**src/rtl/decryption_key_generator.sv**
```systemverilog
`default_nettype none
// ============================================================================
// Module   : decryption_key_generator
// Purpose  : Computes d = e^-1 mod phi(n), phi = (p-1)(q-1), with the
//            extended Euclidean algorithm and a 16-cycle restoring divider.
// Revision : 1.0 - initial release
// ============================================================================
module decryption_key_generator (
  input  logic        clk,
  input  logic        reset,
  input  logic        start,
  input  logic [7:0]  p,
  input  logic [7:0]  q,
  input  logic [7:0]  e,
  output logic [15:0] d,
  output logic        finish,
  output logic        error,
  output logic        busy
);

  typedef enum logic [2:0] {
    S_IDLE = 3'd0,
    S_DIV  = 3'd1,
    S_UPD  = 3'd2,
    S_FIX  = 3'd3,
    S_DONE = 3'd4
  } state_t;

  state_t             state_q, state_d;
  logic [7:0]         p_q, p_d, q_q, q_d;
  logic [15:0]        r0_q, r0_d, r1_q, r1_d;
  logic signed [16:0] t0_q, t0_d, t1_q, t1_d;
  logic [15:0]        quo_q, quo_d, rem_q, rem_d;
  logic [3:0]         cnt_q, cnt_d;
  logic               illegal_q, illegal_d;
  logic [15:0]        dout_q, dout_d;
  logic               finish_q, finish_d, error_q, error_d;

  // phi from the latched primes (used in FIX) and from the live inputs (load)
  logic [15:0] w_phi, w_phi_in;
  assign w_phi    = {8'd0, p_q - 8'd1} * {8'd0, q_q - 8'd1};
  assign w_phi_in = {8'd0, p - 8'd1} * {8'd0, q - 8'd1};

  // One restoring-division step: shift in the next dividend bit, try subtract
  logic [16:0] w_part;
  logic        w_ge;
  logic [15:0] w_rem_sub;
  assign w_part    = {rem_q, r0_q[cnt_q]};
  assign w_ge      = (w_part >= {1'b0, r1_q});
  assign w_rem_sub = w_part[15:0] - r1_q;

  // Q*t1 kept to 17 bits; exact because |t| never exceeds phi
  logic signed [16:0] w_prod;
  assign w_prod = $signed({1'b0, quo_q}) * t1_q;

  // Negative Bezout coefficient folded into 0..phi-1 (mod 2^16 is enough)
  logic [15:0] w_t0_adj;
  assign w_t0_adj = t0_q[15:0] + w_phi;

  logic w_accept;
  assign w_accept = start && ((state_q == S_IDLE) || (state_q == S_DONE));

  // Next-state and datapath update
  always_comb begin
    state_d   = state_q;
    p_d       = p_q;
    q_d       = q_q;
    r0_d      = r0_q;
    r1_d      = r1_q;
    t0_d      = t0_q;
    t1_d      = t1_q;
    quo_d     = quo_q;
    rem_d     = rem_q;
    cnt_d     = cnt_q;
    illegal_d = illegal_q;
    dout_d    = dout_q;
    finish_d  = finish_q;
    error_d   = error_q;

    if (w_accept) begin
      p_d       = p;
      q_d       = q;
      dout_d    = 16'd0;
      finish_d  = 1'b0;
      error_d   = 1'b0;
      r0_d      = w_phi_in;
      r1_d      = {8'd0, e};
      t0_d      = 17'sd0;
      t1_d      = 17'sd1;
      quo_d     = 16'd0;
      rem_d     = 16'd0;
      cnt_d     = 4'd15;
      illegal_d = (p < 8'd2) || (q < 8'd2) || (e == 8'd0);
      if (illegal_d || (e == 8'd0)) state_d = S_FIX;
      else                          state_d = S_DIV;
    end else begin
      case (state_q)
        S_DIV: begin
          quo_d = {quo_q[14:0], w_ge};
          rem_d = w_ge ? w_rem_sub : w_part[15:0];
          cnt_d = cnt_q - 4'd1;
          if (cnt_q == 4'd0) state_d = S_UPD;
        end
        S_UPD: begin
          r0_d  = r1_q;
          r1_d  = rem_q;
          t0_d  = t1_q;
          t1_d  = t0_q - w_prod;
          quo_d = 16'd0;
          rem_d = 16'd0;
          cnt_d = 4'd15;
          if (rem_q == 16'd0) state_d = S_FIX;
          else                state_d = S_DIV;
        end
        S_FIX: begin
          if (illegal_q || (r0_q != 16'd1)) begin
            dout_d  = 16'd0;
            error_d = 1'b1;
          end else begin
            dout_d  = t0_q[16] ? w_t0_adj : t0_q[15:0];
            error_d = 1'b0;
          end
          finish_d = 1'b1;
          state_d  = S_DONE;
        end
        default: ;
      endcase
    end
  end

  // State register with synchronous reset taking priority over start
  always_ff @(posedge clk) begin
    if (reset) begin
      state_q   <= S_IDLE;
      p_q       <= 8'd0;
      q_q       <= 8'd0;
      r0_q      <= 16'd0;
      r1_q      <= 16'd0;
      t0_q      <= 17'sd0;
      t1_q      <= 17'sd0;
      quo_q     <= 16'd0;
      rem_q     <= 16'd0;
      cnt_q     <= 4'd0;
      illegal_q <= 1'b0;
      dout_q    <= 16'd0;
      finish_q  <= 1'b0;
      error_q   <= 1'b0;
    end else begin
      state_q   <= state_d;
      p_q       <= p_d;
      q_q       <= q_d;
      r0_q      <= r0_d;
      r1_q      <= r1_d;
      t0_q      <= t0_d;
      t1_q      <= t1_d;
      quo_q     <= quo_d;
      rem_q     <= rem_d;
      cnt_q     <= cnt_d;
      illegal_q <= illegal_d;
      dout_q    <= dout_d;
      finish_q  <= finish_d;
      error_q   <= error_d;
    end
  end

  assign d      = dout_q;
  assign finish = finish_q;
  assign error  = error_q;
  assign busy   = (state_q == S_DIV) || (state_q == S_UPD) || (state_q == S_FIX);

endmodule
`default_nettype wire

```
**config.mk**
```make
export PLATFORM = sky130hd
export DESIGN_NAME = decryption_key_generator
export DESIGN_NICKNAME = d
export VERILOG_FILES = /design/src/rtl/decryption_key_generator.sv
export SDC_FILE = /design/constraint.sdc
export NUM_CORES = 1
export LEC_CHECK = 0
export ABC_AREA = 0
export CORE_UTILIZATION = 55
export CTS_BUF_LIST = sky130_fd_sc_hd__clkbuf_16
export DETAILED_ROUTE_END_ITERATION = 10
export GPL_TIMING_DRIVEN = 0
export PLACE_DENSITY = 0.72
export SYNTH_ARGS = -nofsm -noshare
export SYNTH_HDL_FRONTEND = slang
export SYNTH_SLANG_ARGS = --single-unit
```
**constraint.sdc**
```tcl
create_clock -name clk -period 10.01 [get_ports clk]
set_input_delay 2.002 -clock clk [delete_from_list [all_inputs] [get_ports clk]]
set_output_delay 2.002 -clock clk [all_outputs]
set_load 0.1 [all_outputs]
```
## Word-level counts from Yosys, hierarchy flattened

Index checks and enable logic that the tools add are counted.

| storage, ports and cells | value |
|---|---|
| register bits after elaboration | 140 |
| bits in latches | 0 |
| memory bits (writable) | 0 |
| ROM bits | 0 |
| bits of input ports | 27 |
| output and inout port bits | 19 |
| logic and storage cells | 76 |
| memories kept | 0 |

| cells by class | value |
|---|---|
| $add $sub $neg | 8 |
| $mul | 3 |
| div/mod/pow operators | 0 |
| order comparisons | 4 |
| equality and inequality tests | 6 |
| shift operators | 0 |
| muxes and demuxes | 21 |
| bitwise gates (word level) | 0 |
| reductions and logical operators | 18 |

Operators with widths:

| kind | count |
|---|---|
| two-way mux 16 bit | 5 |
| one-hot mux 16 bit (2 select lines) | 2 |
| multiplier 8 x 8 -> 16 bit | 2 |
| subtractor 8 x 1 -> 8 bit, second input constant | 4 |
| >= comparator 17 x 16 -> 1 bit | 1 |
| multiplier 17 x 17 -> 17 bit | 1 |
| subtractor 17 bit | 1 |
| adder 16 bit | 1 |
| zero test 16 bit | 1 |
| < comparator 8 x 2 -> 1 bit, second input constant | 2 |
| two-way mux 8 bit | 2 |
| != test 16 x 1 -> 1 bit, second input constant | 1 |
| subtractor 16 bit | 1 |
| one-hot mux 3 bit (3 select lines) | 1 |
| zero test 8 bit | 1 |
| one-hot mux 4 bit (2 select lines) | 1 |
| logical OR 1 bit | 7 |
| == test 3 x 2 -> 1 bit, second input constant | 2 |
| two-way mux 3 bit | 2 |
| < comparator 4 x 5 -> 1 bit, second input constant | 1 |
| binary-select mux 1 bit (select 4 bit) | 1 |
| zero test 4 bit | 1 |
| two-way mux 1 bit | 4 |
| two-way mux 2 bit | 2 |
| 12 further kinds | 13 |

## Longest topological paths before layout

| depth | value |
|---|---|
| word-level depth | 6 |
| mapped depth | 24 |
| mapped depth without buffers | 23 |

## Least setup slack after synthesis

OpenSTA, ideal clock, no wires.

| timing | value |
|---|---|
| kind | input to register |
| start point | in p[0] |
| end point | reg r0_q[14] |
| setup time | 0.132 ns |
| arrival | 6.469 ns |
| setup slack | 3.409 ns |
| stages | 21 |
| cells stage by stage | clkbuf_1 inv_1 ha_1 inv_1 or3_1 xor2_1 nor2_1 fa_1 inv_1 fa_1 inv_1 fa_1 inv_1 fa_1 inv_1 ha_1 and3_1 a211oi_1 a211oi_1 xnor2_1 a21oi_1 |

| between the ends | value |
|---|---|
| word-level cells in the longest chain between the ends | 3 |

RTL lines:

| item | RTL line | RTL |
|---|---|---|
| start, declared | 12 | `input logic [7:0] p,` |
| subtractor 8 x 1 -> 8 bit | 42 | `assign w_phi_in = {8'd0, p - 8'd1} * {8'd0, q - 8'd1};` |
| multiplier 8 x 8 -> 16 bit | 42 |  |
| two-way mux 16 bit | 80 | `if (w_accept) begin` |
| end signal, assigned | 152 | `r0_q <= r0_d;` |
| end, declared | 31 | `logic [15:0] r0_q, r0_d, r1_q, r1_d;` |

No other way between the ends.
A chain may end at the register's enable or synchronous reset.

## Worst setup path after layout

Same ends and word-level chain as after synthesis.

==> metrics.yaml <==
startpoint_type: "primary input"
synth.avg_cell_area_um2: 8.48
antenna_cells: 0
synth_top_flop_cell: "dfxtp_1"
syn-num-nets: 2302
timing.rr.start: "t1_q[0]"
cp.required_ns: 10.30
grt_start_max_net_pins: 17
grt_pass1_vias: 13725
grt_pass1_wl_mm: 68.5
synth_top_area_share: 0.242
gr-total-overflow: 0
dieArea_mm2: 0.0304
die_w_um: 174
antenna_left: 0
rsz0062_at_grt: "no"
crit_start: "p[0]"
finish.net_count: 2363
tns_ns: 0
rr_worst_depth: 20
cts_root_buf: "clkbuf_16"
wl_per_cell_um: 17.3
postCtsHoldBufs: 0
seq_area_mm2: 0.00280
cts_tree: "yes"
cts_sinks: 140
yosys-top-cells-area: "fa_1 24%, dfxtp_1 17%, ha_1 12%"
fin_skew_ns: 0.00936
antenna_found_initial: 0
fmax_ghz: 0.131
netlist_instances: 1923
dr.first_iter.drc_count: 930
finish.utilization: 0.616
ys_ff_latch: 140
status: "finished clean"
cp_max_fo: 10
hpwl_mm: 33.6
die_y_um: 174
core_mm2: 0.0289
r2r_end: "t1_q[16]"
drv_cap: 0
synth_area_mm2: 0.0163
cts_buffers: 17
totalWireLength_mm: 41.1
ys_types: 78
cp-end-kind: "flip-flop"
cp-endpoint: "r0_q[14]"
grt.total_usage: 0.284
port_buffers: 42
area_growth_syn_to_layout_pct: 9.20
row_count: 62
firstDrtPassIters: 6
hold_viol_final: 0
critPathKind: "primary input to flip-flop"
post-route-period-util: 0.765
insertion_delay_ns: 0.43
setup_violations: 0
via_per_inst: 5.63
hp-class: "flip-flop to flip-flop"
fill_cells: 2567
initial_core_util: 0.564
path_clk_slew_ns: 0.06
synth_largest_area_cell: "fa_1"
cts.path.max_buffers: 2
arrival_ns: 7.95
slew_headroom: 0.338
drc: 0
seq_area_frac_synth: 0.172
yosysWarnings: 0
io_pins: 46
htreeDepth: 4
via_count: 13414
routabilityCongestion: 0.930
finalCriticalPeriod_ns: 7.65
worstMarginPinSlew_ns: 0.990
drive_above_1_share: 0.0541
slew_violations: 0
cts_resized: 0
post-cts-setup-buffer-count: 0
postSynth.asyncResetShare: 0
r2r_slack_ns: 3.70
synth_edf_count: 0
multi_input_area_mm2: 0.0121
## state kept, by name, summed over array words and instances (netlist names)
name,flops
cnt_q,4
illegal_q,1
t0_q,17
state_q,3
d,16
quo_q,16
r1_q,16
r0_q,16
t1_q,17
p_q,8
q_q,8
rem_q,16
finish,1
error,1
## cell families (layout without fill, tap and decap cells)
family | Yosys count | count (layout) | synth area share
flops | 140 | 140 | 0.172
compound gates | 283 | 283 | 0.109
buf+inv | 368 | 442 | 0.0867
xor+xnor | 110 | 110 | 0.0622
simple gates | 644 | 644 | 0.190
fa+ha+maj | 352 | 352 | 0.361
mux | 26 | 26 | 0.0201
## final cells by class
| cell class | instances | share of cell area |
|---|---|---|
| Buffer | 83 | 0.0194 |
| Clock buffer | 17 | 0.0239 |
| Clock inverter | 15 | 0.00976 |
| Inverter | 285 | 0.0601 |
| Multi-Input combinational cell | 1415 | 0.679 |
| Sequential cell | 140 | 0.157 |
| Tap cell | 384 | 0.0270 |
| Timing Repair Buffer | 42 | 0.0236 |
## cells in the final DEF, fill, tap and decap left out, types with 18 or more instances in the layout
| cell | n |
|---|---|
| nand2_1 | 226 |
| fa_1 | 197 |
| clkbuf_1 | 65 |
| nor3_1 | 26 |
| nand2b_1 | 25 |
| a22oi_1 | 33 |
| inv_1 | 285 |
| xnor2_1 | 78 |
| o21ai_1 | 21 |
| nand3_1 | 18 |
| dfxtp_1 | 140 |
| or2_2 | 35 |
| xor2_1 | 27 |
| clkdlybuf4s50_1 | 42 |
| a21oi_1 | 108 |
| o21ai_0 | 25 |
| nor2_1 | 143 |
| and2_1 | 100 |
| ha_1 | 155 |
## metal layers
layer,wire [um],part of all wire,vias up,track usage
met5,0,0,-,0
li1,-,-,6310,-
met4,1350,0.033,0,0.110
met2,19300,0.47,433,0.460
met1,17800,0.43,6584,0.381
met3,2640,0.064,87,0.0433
## metrics by stage
stage                     setup slack [ns]  instances  hold WS (ns)  instance area (um^2)
after global routing                  2.09       2381         0.500                 17800
after CTS                             2.40       2381         0.459                 17800
after global placement                2.05       2349         0.444                 17200
final                                 2.36       2381         0.460                 17800
after detailed placement              1.96       2349         0.451                 17200
after floorplan                       3.41       1923         0.436                 16300
## worst min path at each step
stage	startpoint	to	depth (start not counted)
after floorplan	t0_q[2]	t0_q[2]	2
after global placement	t0_q[2]	t0_q[2]	2
after detailed placement	t0_q[3]	t0_q[3]	2
after CTS	t0_q[3]	t0_q[3]	2
after global routing	p_q[7]	p_q[7]	2
final	t0_q[2]	t0_q[2]	2
## Yosys cell counts, types with 4 or more instances
cell	count
inv_1	283
nand2_1	226
fa_1	197
ha_1	155
nor2_1	143
dfxtp_1	140
a21oi_1	108
and2_1	100
xnor2_1	78
clkbuf_1	65
or2_2	35
a22oi_1	33
xor2_1	27
nor3_1	26
nand2b_1	25
o21ai_0	25
o21ai_1	21
nand3_1	18
mux2i_1	17
o22ai_1	17
nor4_1	14
a211oi_1	13
a21o_1	13
buf_2	10
nand4_1	10
nor2b_1	9
and3_1	8
o21a_1	6
or3_1	6
or4_1	6
a31oi_1	5
buf_1	5
mux4_2	5
o21bai_1	5
nor3b_1	4
## worst max-delay path: stages
cell and delay [ns]:
clkdlybuf4s50_1 0.53, clkbuf_1 0.41, inv_1 0.15, ha_1 0.26, inv_1 0.07, or3_1 0.11, xor2_1 0.61, nor2_1 0.17
fa_1 0.56, inv_1 0.05, fa_1 0.47, inv_1 0.05, fa_1 0.48, inv_1 0.05, fa_1 0.47, inv_1 0.04
ha_1 0.33, and3_1 0.20, a211oi_1 0.41, a211oi_1 0.16, xnor2_1 0.26, a21oi_1 0.11
Power is not shown: default switching activity piles up to over one toggle a cycle in this logic, so the estimate is an artifact.
==> RTL change: new RTL, config.mk and constraints unchanged <==
Encoding of `state_t`: now one-hot (5 bits for 5 states).
--- a/src/rtl/decryption_key_generator.sv
+++ b/src/rtl/decryption_key_generator.sv
@@ -20,8 +20,8 @@
 
-  typedef enum logic [2:0] {
-    S_IDLE = 3'd0,
-    S_DIV  = 3'd1,
-    S_UPD  = 3'd2,
-    S_FIX  = 3'd3,
-    S_DONE = 3'd4
+  typedef enum logic [4:0] {
+    S_IDLE = 5'b00001,
+    S_DIV  = 5'b00010,
+    S_UPD  = 5'b00100,
+    S_FIX  = 5'b01000,
+    S_DONE = 5'b10000
   } state_t;
Check against the original RTL: no difference found for any inputs over 10 cycles, from zero or initial values and one cycle with reset high; not proved beyond that.
==> RTL change against the original RTL <==
First-iteration DRC count increased by 1.1%; setup slack got worse by 0.14 ns; critical endpoint is now r0_q[12]; area after synthesis increased by 0.52%; final area increased by 0.24%; synthesized cell count increased by 1.5%; routed wire length increased by 0.83%; maximum frequency decreased by 1.8%; final cell count increased by 1.3%; largest cell class unchanged; non-clock buffer count increased by 2; sequential cell count increased by 2.
Power is left out: the tool's default activity adds up to more than one toggle a clock period on the data nets, which glitch-free logic cannot reach.
==> RTL change: results (changes against the original RTL) <==
| Metric | Value |
|---|---|
| Seq/Total Area, Yosys | 17.3% (was 17.2%) |
| Synth top area cells | fa_1 24%, dfxtp_1 17%, ha_1 12% (unchanged) |
| Layout cell share with drive strength beyond 1 | 4.84% (was 5.41%) |
| Gr usage total | 28.2% (was 28.4%) |
| Crit Path Max Fanout | 10 (unchanged) |
| Dpl hpwl | 33.8 mm (was 33.6 mm) |
| Grt met2 use | 47.7% (was 46.0%) |
| Most frequent cells after synthesis | 292 x inv_1, 242 x nand2_1, 197 x fa_1, 155 x ha_1, 143 x nor2_1 (was 283 x inv_1, 226 x nand2_1, 197 x fa_1, 155 x ha_1, 143 x nor2_1) |
| Drt wl/cell | 17.2 µm (was 17.3 µm) |
| Clk slew on worst S/H paths | 0.07 ns |
| Gp weighted congestion | 0.903 (was 0.930) |
| Avg Inst Size Synth | 8.41 µm² (was 8.48 µm²) |
| Antenna violations before repair | 2 (was 0) |
| Status | completed (unchanged) |
| Layout Skew | 0.0122 ns (was 0.00936 ns) |
| Via count | 13671 (was 13414) |
| Final std cells w/o fill | 2411 (was 2381) |
| Pin count of the biggest net entering global routing | 17 (unchanged) |
| Unique masters post-synth | 72 (was 78) |
| Met1 Use GR | 37.2% (was 38.1%) |
| Grt met3 use | 3.76% (was 4.33%) |
| First-pass GRT wire length | 68.6 mm (was 68.5 mm) |
| Total of fill cells in the finished design | 2570 (was 2567) |
| Rel. slew slack | 34.7% (was 33.8%) |
| Iter 0 DRT Violations | 940 (was 930) |
| CP arrival | 8.09 ns (was 7.95 ns) |
==> RTL change: cell types whose count changed after synthesis, sizes merged, moves of 4 or more <==
cell / change
a211oi: -9
a21o: +7
a21oi: +10
a22oi: +13
buf: +4
inv: +8
nand2: +15
nand3: +4
o21ai: -7
o22ai: -11
xnor2: -4
xor2: +5
==> RTL change: area by class of cell <==
type	instances	area share, %
tap	384	2.69
clock inverter	15	0.708
multi-input combinational	1432	67.9
clock buffer	17	2.38
sequential	142	15.9
inverter	292	6.14
buffer	85	1.91
antenna	2	0.0280
timing repair buffer	42	2.35
==> RTL change: kinds of logic after synthesis <==
kind of cell	synth area share [%]
DFF	17.3
xor gates and xnor gates	5.87
AOI/OAI and AO/OA	11.6
adders and majority gates	35.9
buffers and inverters	8.77
muxes	1.72
and+or+nand+nor	18.9
==> RTL change: worst paths after layout <==
check / cells after the start / end / from / slack [ns]
max reg2reg: 20 / t1_q[15] / t1_q[0] / 3.54
min reg2reg: 2 / r1_q[6] / r1_q[6] / 0.46
max: 22 / r0_q[12] / p[0] / 2.21
min: 2 / r1_q[6] / r1_q[6] / 0.46
==> RTL change: critical path, cell delays in order <==
cell	delay, ns
clkdlybuf4s50_1	0.50
clkbuf_1	0.44
inv_1	0.16
ha_1	0.26
inv_1	0.07
or3_1	0.11
xor2_1	0.60
nor2_1	0.18
fa_1	0.58
inv_1	0.05
fa_1	0.49
inv_1	0.05
fa_1	0.48
inv_1	0.05
fa_1	0.47
inv_1	0.04
ha_1	0.33
and3_1	0.19
a211oi_1	0.42
xnor2_1	0.21
a222oi_1	0.33
nor2_1	0.07
==> RTL change: per-stage QoR <==
step | hold WS, ns | instance area, µm² | setup slack (ns)
4_1_cts | 0.462 | 17900 | 2.23
3_5_place_dp | 0.453 | 17300 | 1.82
5_1_grt | 0.478 | 17900 | 1.84
2_1_floorplan | 0.436 | 16400 | 3.27
6_report | 0.460 | 17900 | 2.21
3_3_place_gp | 0.445 | 17300 | 1.92
==> RTL change: per-layer routing <==
metal,wire length [µm],vias up
li1,-,6408
met2,20000,434
met4,1060,0
met1,18200,6756
met5,0,-
met3,2210,73
